[src/rtl/sdrd_fat32_pkg.sv]
// Shared FAT32 constants, read-type encodings and cluster-walker state encoding
// for the SD read path.
package sdrd_fat32_pkg;

  typedef enum logic [1:0] {
    RD_BPB  = 2'b00,
    RD_DIR  = 2'b01,
    RD_FAT  = 2'b10,
    RD_DATA = 2'b11
  } rd_type_e;

  localparam logic [31:0] CLUS_MASK       = 32'h0FFF_FFFF;
  localparam logic [27:0] EOC_MIN         = 28'hFFF_FFF8;
  localparam logic [27:0] BAD_CLUS        = 28'hFFF_FFF7;
  localparam logic [27:0] FIRST_DATA_CLUS = 28'd2;

  typedef enum logic [3:0] {
    ST_IDLE,
    ST_WAIT_ENTRY,
    ST_CHECK,
    ST_DATA_REQ,
    ST_DATA_WAIT,
    ST_FAT_REQ,
    ST_FAT_WAIT,
    ST_DONE,
    ST_ERR
  } walk_state_e;

  // Sectors per cluster from its log2; 7 gives 128, which still fits 8 bits.
  function automatic logic [7:0] spc_of(input logic [2:0] spc_log2);
    return 8'd1 << spc_log2;
  endfunction

endpackage

[src/rtl/sdrd_clus2lba.sv]
// Combinational cluster-to-LBA mapping: data sector LBA within a cluster and the
// FAT sector/word holding that cluster's chain entry.
module sdrd_clus2lba
  import sdrd_fat32_pkg::*;
(
  input  logic [27:0] CLUS,
  input  logic [7:0]  SEC,
  input  logic [2:0]  SPC_LOG2,
  input  logic [31:0] FAT_BEGIN_LBA,
  input  logic [31:0] CLUS_BEGIN_LBA,
  output logic [31:0] DATA_LBA,
  output logic [31:0] FAT_LBA,
  output logic [6:0]  FAT_OFS
);

  logic [27:0] rel_clus;

  // 128 four-byte FAT entries per 512-byte sector.
  assign rel_clus = CLUS - FIRST_DATA_CLUS;
  assign DATA_LBA = CLUS_BEGIN_LBA + ({4'd0, rel_clus} << SPC_LOG2) + {24'd0, SEC};
  assign FAT_LBA  = FAT_BEGIN_LBA + {11'd0, CLUS[27:7]};
  assign FAT_OFS  = CLUS[6:0];

endmodule

[src/rtl/sdrd_cluster_walker.sv]
// Walks one picture's FAT32 cluster chain at a time, issuing data-sector reads
// for every sector of each cluster and a FAT read to find the next cluster.
module sdrd_cluster_walker
  import sdrd_fat32_pkg::*;
#(
  parameter logic [23:0] TIMEOUT_CYC = 24'd4000000,
  parameter int          TOW         = 22
) (
  input  logic        CLK,
  input  logic        RST_X,
  input  logic        SPI_INIT,
  input  logic        BPB_VALID,
  input  logic [2:0]  SPC_LOG2,
  input  logic [31:0] FAT_BEGIN_LBA,
  input  logic [31:0] CLUS_BEGIN_LBA,
  input  logic        PICENTRY_EMPTY,
  input  logic [31:0] PICENTRY_DATA,
  output logic        PICENTRY_RD,
  input  logic        NEXT_PIC,
  input  logic        DATABUF_AFULL,
  output logic        RD_REQ,
  output logic [31:0] RD_ADR,
  output logic [1:0]  RD_TYPE,
  output logic [6:0]  RD_OFS,
  input  logic        RD_ACK,
  input  logic        RD_DONE,
  input  logic [31:0] RD_WORD,
  output logic        PIC_START,
  output logic        PIC_DONE,
  output logic        WALK_ERR
);

  localparam logic [TOW-1:0] TO_LIM = TOW'(TIMEOUT_CYC);

  walk_state_e    state_reg, state_next;
  logic [27:0]    clus_reg;
  logic [7:0]     sec_reg;
  logic           req_on_reg;
  logic           first_reg;
  logic           pic_done_reg;
  logic [TOW-1:0] to_cnt_reg;

  logic        abort;
  logic        done_ev;
  logic        timed_out;
  logic        last_sec;
  logic [7:0]  sec_inc;
  logic [31:0] data_lba;
  logic [31:0] fat_lba;
  logic [6:0]  fat_ofs;

  // A dropped BPB is as fatal as a card re-init, except that an error stays
  // visible until SPI_INIT explicitly clears it.
  assign abort     = SPI_INIT | (~BPB_VALID & (state_reg != ST_IDLE) & (state_reg != ST_ERR));
  assign done_ev   = RD_DONE & ~RD_ACK;
  assign timed_out = (to_cnt_reg == TO_LIM);
  assign sec_inc   = sec_reg + 8'd1;
  assign last_sec  = (sec_inc == spc_of(SPC_LOG2));

  sdrd_clus2lba u_clus2lba (
    .CLUS           (clus_reg),
    .SEC            (sec_reg),
    .SPC_LOG2       (SPC_LOG2),
    .FAT_BEGIN_LBA  (FAT_BEGIN_LBA),
    .CLUS_BEGIN_LBA (CLUS_BEGIN_LBA),
    .DATA_LBA       (data_lba),
    .FAT_LBA        (fat_lba),
    .FAT_OFS        (fat_ofs)
  );

  always_ff @(posedge CLK or negedge RST_X) begin
    if (!RST_X) state_reg <= ST_IDLE;
    else        state_reg <= state_next;
  end

  always_comb begin
    state_next = state_reg;
    case (state_reg)
      ST_IDLE:       if (BPB_VALID) state_next = ST_WAIT_ENTRY;
      ST_WAIT_ENTRY: if (!PICENTRY_EMPTY) state_next = ST_CHECK;
      ST_CHECK: begin
        if (clus_reg < FIRST_DATA_CLUS || clus_reg == BAD_CLUS) state_next = ST_ERR;
        else if (clus_reg >= EOC_MIN)                           state_next = ST_DONE;
        else                                                    state_next = ST_DATA_REQ;
      end
      ST_DATA_REQ:   if (req_on_reg && RD_ACK) state_next = ST_DATA_WAIT;
      ST_DATA_WAIT: begin
        if (done_ev)        state_next = last_sec ? ST_FAT_REQ : ST_DATA_REQ;
        else if (timed_out) state_next = ST_ERR;
      end
      ST_FAT_REQ:    if (RD_ACK) state_next = ST_FAT_WAIT;
      ST_FAT_WAIT: begin
        if (done_ev)        state_next = ST_CHECK;
        else if (timed_out) state_next = ST_ERR;
      end
      ST_DONE:       if (NEXT_PIC) state_next = ST_WAIT_ENTRY;
      ST_ERR:        state_next = ST_ERR;
      default:       state_next = ST_IDLE;
    endcase
    if (abort) state_next = ST_IDLE;
  end

  always_ff @(posedge CLK or negedge RST_X) begin
    if (!RST_X) begin
      clus_reg     <= '0;
      sec_reg      <= '0;
      req_on_reg   <= 1'b0;
      first_reg    <= 1'b0;
      pic_done_reg <= 1'b0;
      to_cnt_reg   <= '0;
    end else if (abort) begin
      req_on_reg   <= 1'b0;
      first_reg    <= 1'b0;
      pic_done_reg <= 1'b0;
      to_cnt_reg   <= '0;
    end else begin
      pic_done_reg <= (state_reg == ST_CHECK) && (state_next == ST_DONE);
      case (state_reg)
        ST_WAIT_ENTRY: begin
          if (!PICENTRY_EMPTY) begin
            clus_reg  <= 28'(PICENTRY_DATA & CLUS_MASK);
            first_reg <= 1'b1;
          end
        end
        ST_CHECK: sec_reg <= '0;
        // Buffer space is judged once; after that the request is held until taken.
        ST_DATA_REQ: begin
          if (!req_on_reg) begin
            req_on_reg <= ~DATABUF_AFULL;
          end else if (RD_ACK) begin
            req_on_reg <= 1'b0;
            first_reg  <= 1'b0;
            to_cnt_reg <= '0;
          end
        end
        ST_DATA_WAIT: begin
          if (done_ev) sec_reg    <= sec_inc;
          else         to_cnt_reg <= to_cnt_reg + TOW'(1);
        end
        ST_FAT_REQ: if (RD_ACK) to_cnt_reg <= '0;
        ST_FAT_WAIT: begin
          if (done_ev) clus_reg   <= 28'(RD_WORD & CLUS_MASK);
          else         to_cnt_reg <= to_cnt_reg + TOW'(1);
        end
        default: ;
      endcase
    end
  end

  always_comb begin
    PICENTRY_RD = 1'b0;
    RD_REQ      = 1'b0;
    RD_ADR      = '0;
    RD_TYPE     = '0;
    RD_OFS      = '0;
    PIC_START   = 1'b0;
    PIC_DONE    = pic_done_reg;
    WALK_ERR    = (state_reg == ST_ERR);
    case (state_reg)
      ST_WAIT_ENTRY: PICENTRY_RD = ~PICENTRY_EMPTY & ~abort;
      ST_DATA_REQ: begin
        if (req_on_reg) begin
          RD_REQ    = 1'b1;
          RD_TYPE   = RD_DATA;
          RD_ADR    = data_lba;
          PIC_START = RD_ACK & first_reg & ~abort;
        end
      end
      ST_FAT_REQ: begin
        RD_REQ  = 1'b1;
        RD_TYPE = RD_FAT;
        RD_ADR  = fat_lba;
        RD_OFS  = fat_ofs;
      end
      default: ;
    endcase
  end

endmodule

[config.mk]
export PLATFORM = sky130hd
export DESIGN_NAME = sdrd_cluster_walker
export DESIGN_NICKNAME = d
export VERILOG_FILES = /design/src/rtl/sdrd_fat32_pkg.sv /design/src/rtl/sdrd_clus2lba.sv /design/src/rtl/sdrd_cluster_walker.sv
export SDC_FILE = /design/constraint.sdc
export NUM_CORES = 1
export LEC_CHECK = 0
export ABC_CLOCK_PERIOD_IN_PS = 13700
export CORE_MARGIN = 5
export CORE_UTILIZATION = 58
export CTS_BUF_LIST = sky130_fd_sc_hd__clkbuf_4 sky130_fd_sc_hd__clkbuf_8 sky130_fd_sc_hd__clkbuf_16
export DETAILED_ROUTE_END_ITERATION = 10
export PLACE_DENSITY = 0.89
export SLEW_MARGIN = 5
export SYNTH_ARGS = -nofsm -noshare
export SYNTH_HDL_FRONTEND = slang
export SYNTH_SLANG_ARGS = --single-unit
[constraint.sdc]
create_clock -name CLK -period 13.7 [get_ports CLK]
set_input_delay 2.74 -clock CLK [delete_from_list [all_inputs] [get_ports CLK]]
set_output_delay 2.74 -clock CLK [all_outputs]
set_load 0.02 [all_outputs]
==> results.md, run 1 <==
* CTS sink cnt at 65
* Worst Path Arrival at 9.02 ns
* PwrDens at 138 nW/um2
* Layout cells sized above 1 at 0.0377
* Critical path class: primary input to output pin
* Main area contributors after synthesis: dfrtp_1 (18%), ha_1 (11%), mux2i_1 (6.6%)
* Placeable Area at 15200 um2
* Largest family of logic cells by synthesized area: simple AND/OR/NAND/NOR gates
* Reg clk slew, reported paths at 0.05 ns
* Initial Utilization at 0.591
* Async S/R FF share, synth at 1.00
* Most common cell after layout, fill and taps aside: clkdlybuf4s50_1
* Synth unique cells at 82
* Die area at 18100 um2
* Number of DRC markers in iteration 0 at 939
* Run status: finished clean
* Mux contribution to synthesized area at 0.0720
* Clk buf depth at 2
* Data required time of the critical path at 10.96 ns
* Worst Skew at 0.00602 ns
* Initial antenna violation count at 0
* Clock buffer count from CTS at 9
* Synth Flop Type: dfrtp_1
* Avg WL per Cell at 18.6 um
* DR vias at 9797
* Yosys reg bits at 65
* CTS tree: done
* Skew-Pair Late Insertion Delay at 0.33 ns
* GRT Overall Usage at 0.305
* Pin slew with the least headroom to its limit at 1.02 ns
* CP Capture Point: RD_ADR[23]
* Gate Count Post-Synth at 1214
* # placed instances at 1524
* Largest area contributor in the netlist: dfrtp_1
* R2R setup slack at 10.28 ns
* Seq/Total Area, Yosys at 0.181
* Worst Setup SP: SPC_LOG2[0]
* Tot Pwr at 1.53 mW
* Final hold violation count at 0
* Most frequent cells in the layout: clkdlybuf4s50_1 (175), nand2_1 (135), nor2_1 (119), o21ai_0 (112), a21oi_1 (90)
* Worst r2r path cells at 7
* Final Cell Area at 11100 um2
* Mean post-synth cell area at 7.41 um2
* FP Rows at 45
* Chip Width at 135 um
* Largest register FFs at 28
* Post-CTS Resized at 0
* Synth Area in Adders at 0.131
* Post-CTS Setup Bufs at 0
* LEAKAGE at 4.63 nW
* Final ANT Viol Nets at 0
* Maxcap violations at 0
* Layout area overhead at 23.2%
* Number of nets in the layout at 1575
* DR DRC count at 0
* Slew HR at 0.319
* IO Pins at 186
* CP startpoint kind: primary input
* CTS root buf: clkbuf_16
* Fmax at 85.0 MHz
* Post-synth EDFFs at 0
* Compound-Gate Fraction of Synth Area at 0.239
* Reg-to-Reg End: to_cnt_reg[18]
* Global-route wire length before repair at 45300 um
* GPL Wtd Cong at 1.03
* Final worst path period share at 0.858
* Vias in the first global route at 9210
* GRT overflow at 0
* Setup Viol. Count Final at 0
* Sum Neg Setup Slack at 0 ns
* Largest net degree at the start of global routing at 66
* Mapped cell area at 8990 um2
* Max H-tree Level at 3
* FF-to-FF Start: state_reg[0]
* Synth warn at 0
* XOR/XNOR Fraction of Synth Area at 0.0760
* Synth Area in Simple Gates at 0.252
* Hold Crit Class: register to register
* Crit path capture type: output pin
* Hold_buf cts at 0
* Post-place instance area at 10800 um2
* Routed WL at 28700 um
* Antenna diodes at 0
* RSZ-0062 raised after global routing: false
* Synth top area share at 0.181
* Crit path time final at 11.76 ns
* Port buffer count at 177
* Syn nets at 1442
* Via/cell ratio at 6.37
* Post-DP HPWL at 22600 um
* VDD IR max at 0.102 mV
* Pre-Repair DR Iteration Count at 6
* Slew Limit Fails at 0
* Crit-path max FO at 57
* Die height at 135 um
* Final instance count without filler cells at 1539
[area by class of cell]
| class | instances | area, um2 |
|---|---|---|
| clock buffer | 13 | 274 |
| sequential | 65 | 1630 |
| tap | 188 | 235 |
| inverter | 49 | 184 |
| multi-input combinational | 1037 | 6930 |
| timing repair buffer | 185 | 1820 |
| fill | 1234 | 4120 |
| clock inverter | 2 | 12.5 |
[through the flow]
stage	util	setup WS [ns]	hold WS (ns)
2_1_floorplan	-	3.68	0.479
6_report	0.729	1.94	0.540
4_1_cts	0.729	2.14	0.531
5_1_grt	0.729	1.57	0.560
3_5_place_dp	0.710	2.17	0.520
3_3_place_gp	0.710	2.25	0.511
[synthesized netlist by cell type (all sizes together) (20+ instances only)]
cell / instances
xor2: 34
o21ai: 124
mux2i: 59
nor2: 119
a21oi: 90
clkbuf: 45
nor3: 34
dfrtp: 65
nand3: 34
a21o: 20
xnor2: 44
o22ai: 23
ha: 78
nand2: 135
inv: 48
and3: 20
[logic make-up (layout without fill, tap and decap cells)]
family,count (synthesis),after routing
flip-flops,65,65
buffers and inverters,112,249
adder cells (fa/ha/maj),88,88
multiplexers,64,64
AO/OA/AOI/OAI,355,355
XOR/XNOR,78,78
AND/OR/NAND/NOR,452,452
[how the worst min path moves through the flow]
stage	from	end	slack (ns)	cells after the start
2_1_floorplan	to_cnt_reg[8]	to_cnt_reg[8]	0.48	1
3_3_place_gp	to_cnt_reg[8]	to_cnt_reg[8]	0.51	1
3_5_place_dp	to_cnt_reg[8]	to_cnt_reg[8]	0.52	1
4_1_cts	to_cnt_reg[8]	to_cnt_reg[8]	0.53	1
5_1_grt	to_cnt_reg[8]	to_cnt_reg[8]	0.56	1
6_report	to_cnt_reg[8]	to_cnt_reg[8]	0.54	1
[worst max-delay path, cell delays in order]
cell and delay, ns:
buf_2 0.75, inv_1 0.72, or3_1 0.54, o211ai_1 0.09, nand3_1 0.22, o21ai_0 0.33, mux2i_1 0.17, ha_1 0.30
ha_1 0.36, a2111oi_0 0.41, a211oi_1 0.09, o21ai_1 0.18, nand2_1 0.14, o21a_1 0.24, a21boi_0 0.47, o21ai_0 0.22
xnor2_1 0.36, o22ai_1 0.12, clkdlybuf4s50_1 0.55
[metal layers]
layer / vias to the layer above / part of all wire / GRT usage
met2: 505 / 0.46 / 0.513
met1: 4503 / 0.40 / 0.390
met4: 0 / 0.048 / 0.144
li1: 4694 / - / -
met3: 95 / 0.084 / 0.0406
met5: - / 0 / 0
[report_power, final]
group          internal, mW  switching (mW)
Sequential            0.224           0.105
Combinational         0.394           0.588
Clock                 0.138          0.0827
Total                 0.756           0.775
No activity file was read; power rests on OpenSTA's default activity.
==> run 2, diff against run 1 <==
--- a/config.mk
+++ b/config.mk
@@ -10,8 +10,9 @@
 export CORE_UTILIZATION = 58
 export CTS_BUF_LIST = sky130_fd_sc_hd__clkbuf_4 sky130_fd_sc_hd__clkbuf_8 sky130_fd_sc_hd__clkbuf_16
 export DETAILED_ROUTE_END_ITERATION = 10
-export PLACE_DENSITY = 0.89
+export PLACE_DENSITY = 0.88
 export SLEW_MARGIN = 5
 export SYNTH_ARGS = -nofsm -noshare
 export SYNTH_HDL_FRONTEND = slang
+export SYNTH_HIERARCHICAL = 1
 export SYNTH_SLANG_ARGS = --single-unit
==> run 2 against run 1 <==
- global-route usage is 1.9 points lower
- first-iteration DRC count is 11% higher
- critical endpoint is now RD_ADR[28]
- count of clock-buffer cells in the layout is 2 lower
==> results.md, run 2 <==
* CP bufs+invs at 4 (+1)
* Final worst path period share at 0.840 (-0.0180)
* Async S/R FF share, synth at 1.00 (unchanged)
* Routed WL at 29000 um (+1.2%)
* Layout area overhead at 22.0%
* Met2 Wirelength at 14300 um (+7.4%)
* Global-route wire length before repair at 46800 um (+3.4%)
* Fmax at 86.9 MHz (+2.1%)
* Clk buf depth at 2 (unchanged)
* Hold wc startpoint: to_cnt_reg[8]
* Die height at 138 um (+2.7%)
* CTS tree: done
* CP top delay family: buffers and inverters
* Slowest stage cell, crit path: clkdlybuf4s50_1
* Clk network pwr share at 0.122 (-0.022)
* Crit path time final at 11.51 ns (-0.247 ns)
* Most common cell after layout, fill and taps aside: clkdlybuf4s50_1
* FP Rows at 46 (+2.2%)
* Largest register FFs at 28 (unchanged)
* Max H-tree Level at 3 (unchanged)
* Largest area contributor in the netlist: dfrtp_1
* Run status: finished clean
* Most frequent cells in the layout: clkdlybuf4s50_1 (175), nor2_1 (145), a21oi_1 (116), ha_1 (78), nand2_1 (72)
* Filler cells at 1302 (+5.5%)
* Largest stage delay, worst path at 0.88 ns (+0.13 ns)
* R2R setup slack at 10.97 ns (+0.69 ns)
* Skew-Pair Late Insertion Delay at 0.33 ns (about the same)
* Top-count cell post-synth: nor2_1
* CTS root buf: clkbuf_16
* Combinational power share at 0.666 (+0.025)
* FF-to-FF Start: state_reg[2]
* GPL Wtd Cong at 0.959 (-7.3%)
* Mean post-synth cell area at 7.67 um2 (+3.6%)
* Pin slew with the least headroom to its limit at 1.08 ns (+0.0554 ns)
* Mapped cell area at 9520 um2 (+5.8%)
* VDD IR max at 0.0777 mV (-24%)
* GRT overflow at 0 (unchanged)
* Reg clk slew, reported paths at 0.05 ns (about the same)
* CTS sink cnt at 65 (unchanged)
* Crit path capture type: output pin
* Antenna diodes at 0 (unchanged)
* Hold Crit Class: register to register
* Pre-Repair DR Iteration Count at 6 (unchanged)
* Port buffer count at 177 (unchanged)
* Main area contributors after synthesis: dfrtp_1 (17%), ha_1 (10%), mux2i_1 (7.0%)
* Crit-path max FO at 28 (-51%)
* CP startpoint kind: primary input
* Synth warn at 6 (+6)
* Worst Path Arrival at 8.77 ns (-0.25 ns)
* DR vias at 10297 (+5.1%)
* Vias in the first global route at 9425 (+2.3%)
* Final ANT Viol Nets at 0 (unchanged)
* Worst Skew at 0.00568 ns (-0.000342 ns)
* CP Cell Sequence: clkdlybuf4s50_1, inv_2, mux2i_1, o21ai_0, fa_1, inv_1, ha_1, a211oi_1, o21ai_0, a221oi_1, a21oi_1, a2111oi_2, o31ai_1, or4b_1, nand3_1, a22o_1, clkdlybuf4s50_1
* Post-synth EDFFs at 0 (unchanged)
* Net Sw Frac at 0.508 (+0.00180)
* Initial antenna violation count at 0 (unchanged)
* Final hold violation count at 0 (unchanged)
* Sum Neg Setup Slack at 0 ns (unchanged)
* Gate Count Post-Synth at 1240 (+2.1%)
* Sequential Power Share at 0.212 (-0.003)
* Largest net degree at the start of global routing at 72 (+9.1%)
* DR DRC count at 0 (unchanged)
* Via/cell ratio at 6.48 (+1.9%)
* Worst hold stages at 1 (unchanged)
* Worst r2r path cells at 6 (-1)
* Internal Power at 0.927 mW (+23%)
* Final Cell Area at 11600 um2 (+4.7%)
* PwrDens at 162 nW/um2 (+17%)
* Data required time of the critical path at 10.96 ns (about the same)
* Number of DRC markers in iteration 0 at 1041 (+11%)
* Post-place instance area at 11300 um2 (+4.5%)
* Slew HR at 0.281 (-0.0386)
* Sink of the worst hold path: to_cnt_reg[8]
* Maxcap violations at 0 (unchanged)
* Chip Width at 138 um (+2.7%)
* Layout cells sized above 1 at 0.0459 (+0.00817)
* Synth Flop Type: dfrtp_1
* LEAKAGE at 4.64 nW (+0.25%)
* RSZ-0062 raised after global routing: false
* Post-CTS Setup Bufs at 0 (unchanged)
* Slew Limit Fails at 0 (unchanged)
* Hold_buf cts at 0 (unchanged)
* P_sw at 0.958 mW (+23%)
* Post-DP HPWL at 22400 um (-0.91%)
* Placeable Area at 16000 um2 (+5.3%)
* Synth top area share at 0.171 (-0.00999)
* Highest routed layer: met4
* Yosys reg bits at 65 (unchanged)
* Post-route met1 wirelength at 11600 um (-0.23%)
* Syn nets at 1468 (+1.8%)
* Most instantiated cells after synthesis: nor2_1 (147), a21oi_1 (117), ha_1 (78)
* Clock buffer count from CTS at 9 (unchanged)
* IO Pins at 186 (unchanged)
* Avg WL per Cell at 18.3 um (-1.9%)
* Seq/Total Area, Yosys at 0.171 (-0.00999)
* Reg-to-Reg End: state_reg[1]
* Synth unique cells at 89 (+8.5%)
* Setup Viol. Count Final at 0 (unchanged)
* Die area at 19100 um2 (+5.4%)
* GRT Overall Usage at 0.286 (-0.0195)
* Initial Utilization at 0.595 (+0.00334)
* WHS at 0.528 ns (-0.0114 ns)
* Number of nets in the layout at 1595 (+1.3%)
* Critical path class: primary input to output pin
* Post-CTS Resized at 0 (unchanged)
* Met3 wire len at 2380 um (-1.6%)
## run 2: changes by cell type in the layout (fill, tap and decap cells not counted), sizes merged, moves of 16 or more
cell / change
a21oi: +28
a22o: +32
nand2: -63
nor2: +29
o21ai: -53
o22ai: -16
## run 2: layout make-up
type	instances	area [um2]	area share
sequential	65	1630	0.140
inverter	50	188	0.0162
multi-input combinational	1056	7380	0.636
clock inverter	5	56.3	0.00485
tap	216	270	0.0233
timing repair buffer	185	1840	0.159
clock buffer	11	240	0.0207
## run 2: how the worst max path moves through the flow
stage,from,endpoint,slack (ns),cells past startpoint
after floorplan,SPC_LOG2[0],RD_ADR[28],3.76,20
after global placement,SPC_LOG2[1],RD_ADR[28],2.29,17
after detailed placement,SPC_LOG2[1],RD_ADR[28],2.26,17
after CTS,SPC_LOG2[1],RD_ADR[28],2.25,17
after global routing,SPC_LOG2[1],RD_ADR[28],1.78,17
final,SPC_LOG2[1],RD_ADR[28],2.19,17
## run 2: metal layers
metal | vias to the layer above | GRT usage
met4 | 0 | 0.0915
met3 | 81 | 0.0410
met2 | 541 | 0.494
li1 | 4866 | -
met1 | 4809 | 0.368
met5 | - | 0
## run 2: stage by stage
stage | power, mW | cells | setup slack [ns] | util
global route | 2.03 | 1588 | 1.78 | 0.725
finish | 1.88 | 1588 | 2.19 | 0.725
detailed placement | 1.62 | 1571 | 2.26 | 0.705
CTS | 1.86 | 1587 | 2.25 | 0.724
global placement | 1.57 | 1571 | 2.29 | 0.705
floorplan | 1.31 | 1240 | 3.76 | -
## run 2: logic make-up (layout without fill, tap and decap cells)
family / Yosys count / in the layout / share of synthesized area
compound gates: 375 / 375 / 0.259
xor+xnor: 83 / 83 / 0.0764
fa+ha+maj: 88 / 88 / 0.124
buf+inv: 119 / 251 / 0.0561
flops: 65 / 65 / 0.171
mux: 72 / 72 / 0.0768
simple gates: 438 / 438 / 0.237
## run 2: worst register-to-register path, stage by stage (launching register included)
cell	delay (ns)
dfrtp_1	0.71
or3b_1	0.49
nor2_4	0.83
o31ai_1	0.18
nand3_1	0.16
o31ai_1	0.09
a31oi_1	0.17
## run 2: power by group through the flow
stage / sequential (mW) / clock (mW) / combinational, mW
finish: 0.399 / 0.230 / 1.26
CTS: 0.391 / 0.233 / 1.23
floorplan: 0.305 / 0 / 1.01
detailed placement: 0.393 / 0 / 1.22
global route: 0.407 / 0.241 / 1.39
global placement: 0.392 / 0 / 1.18
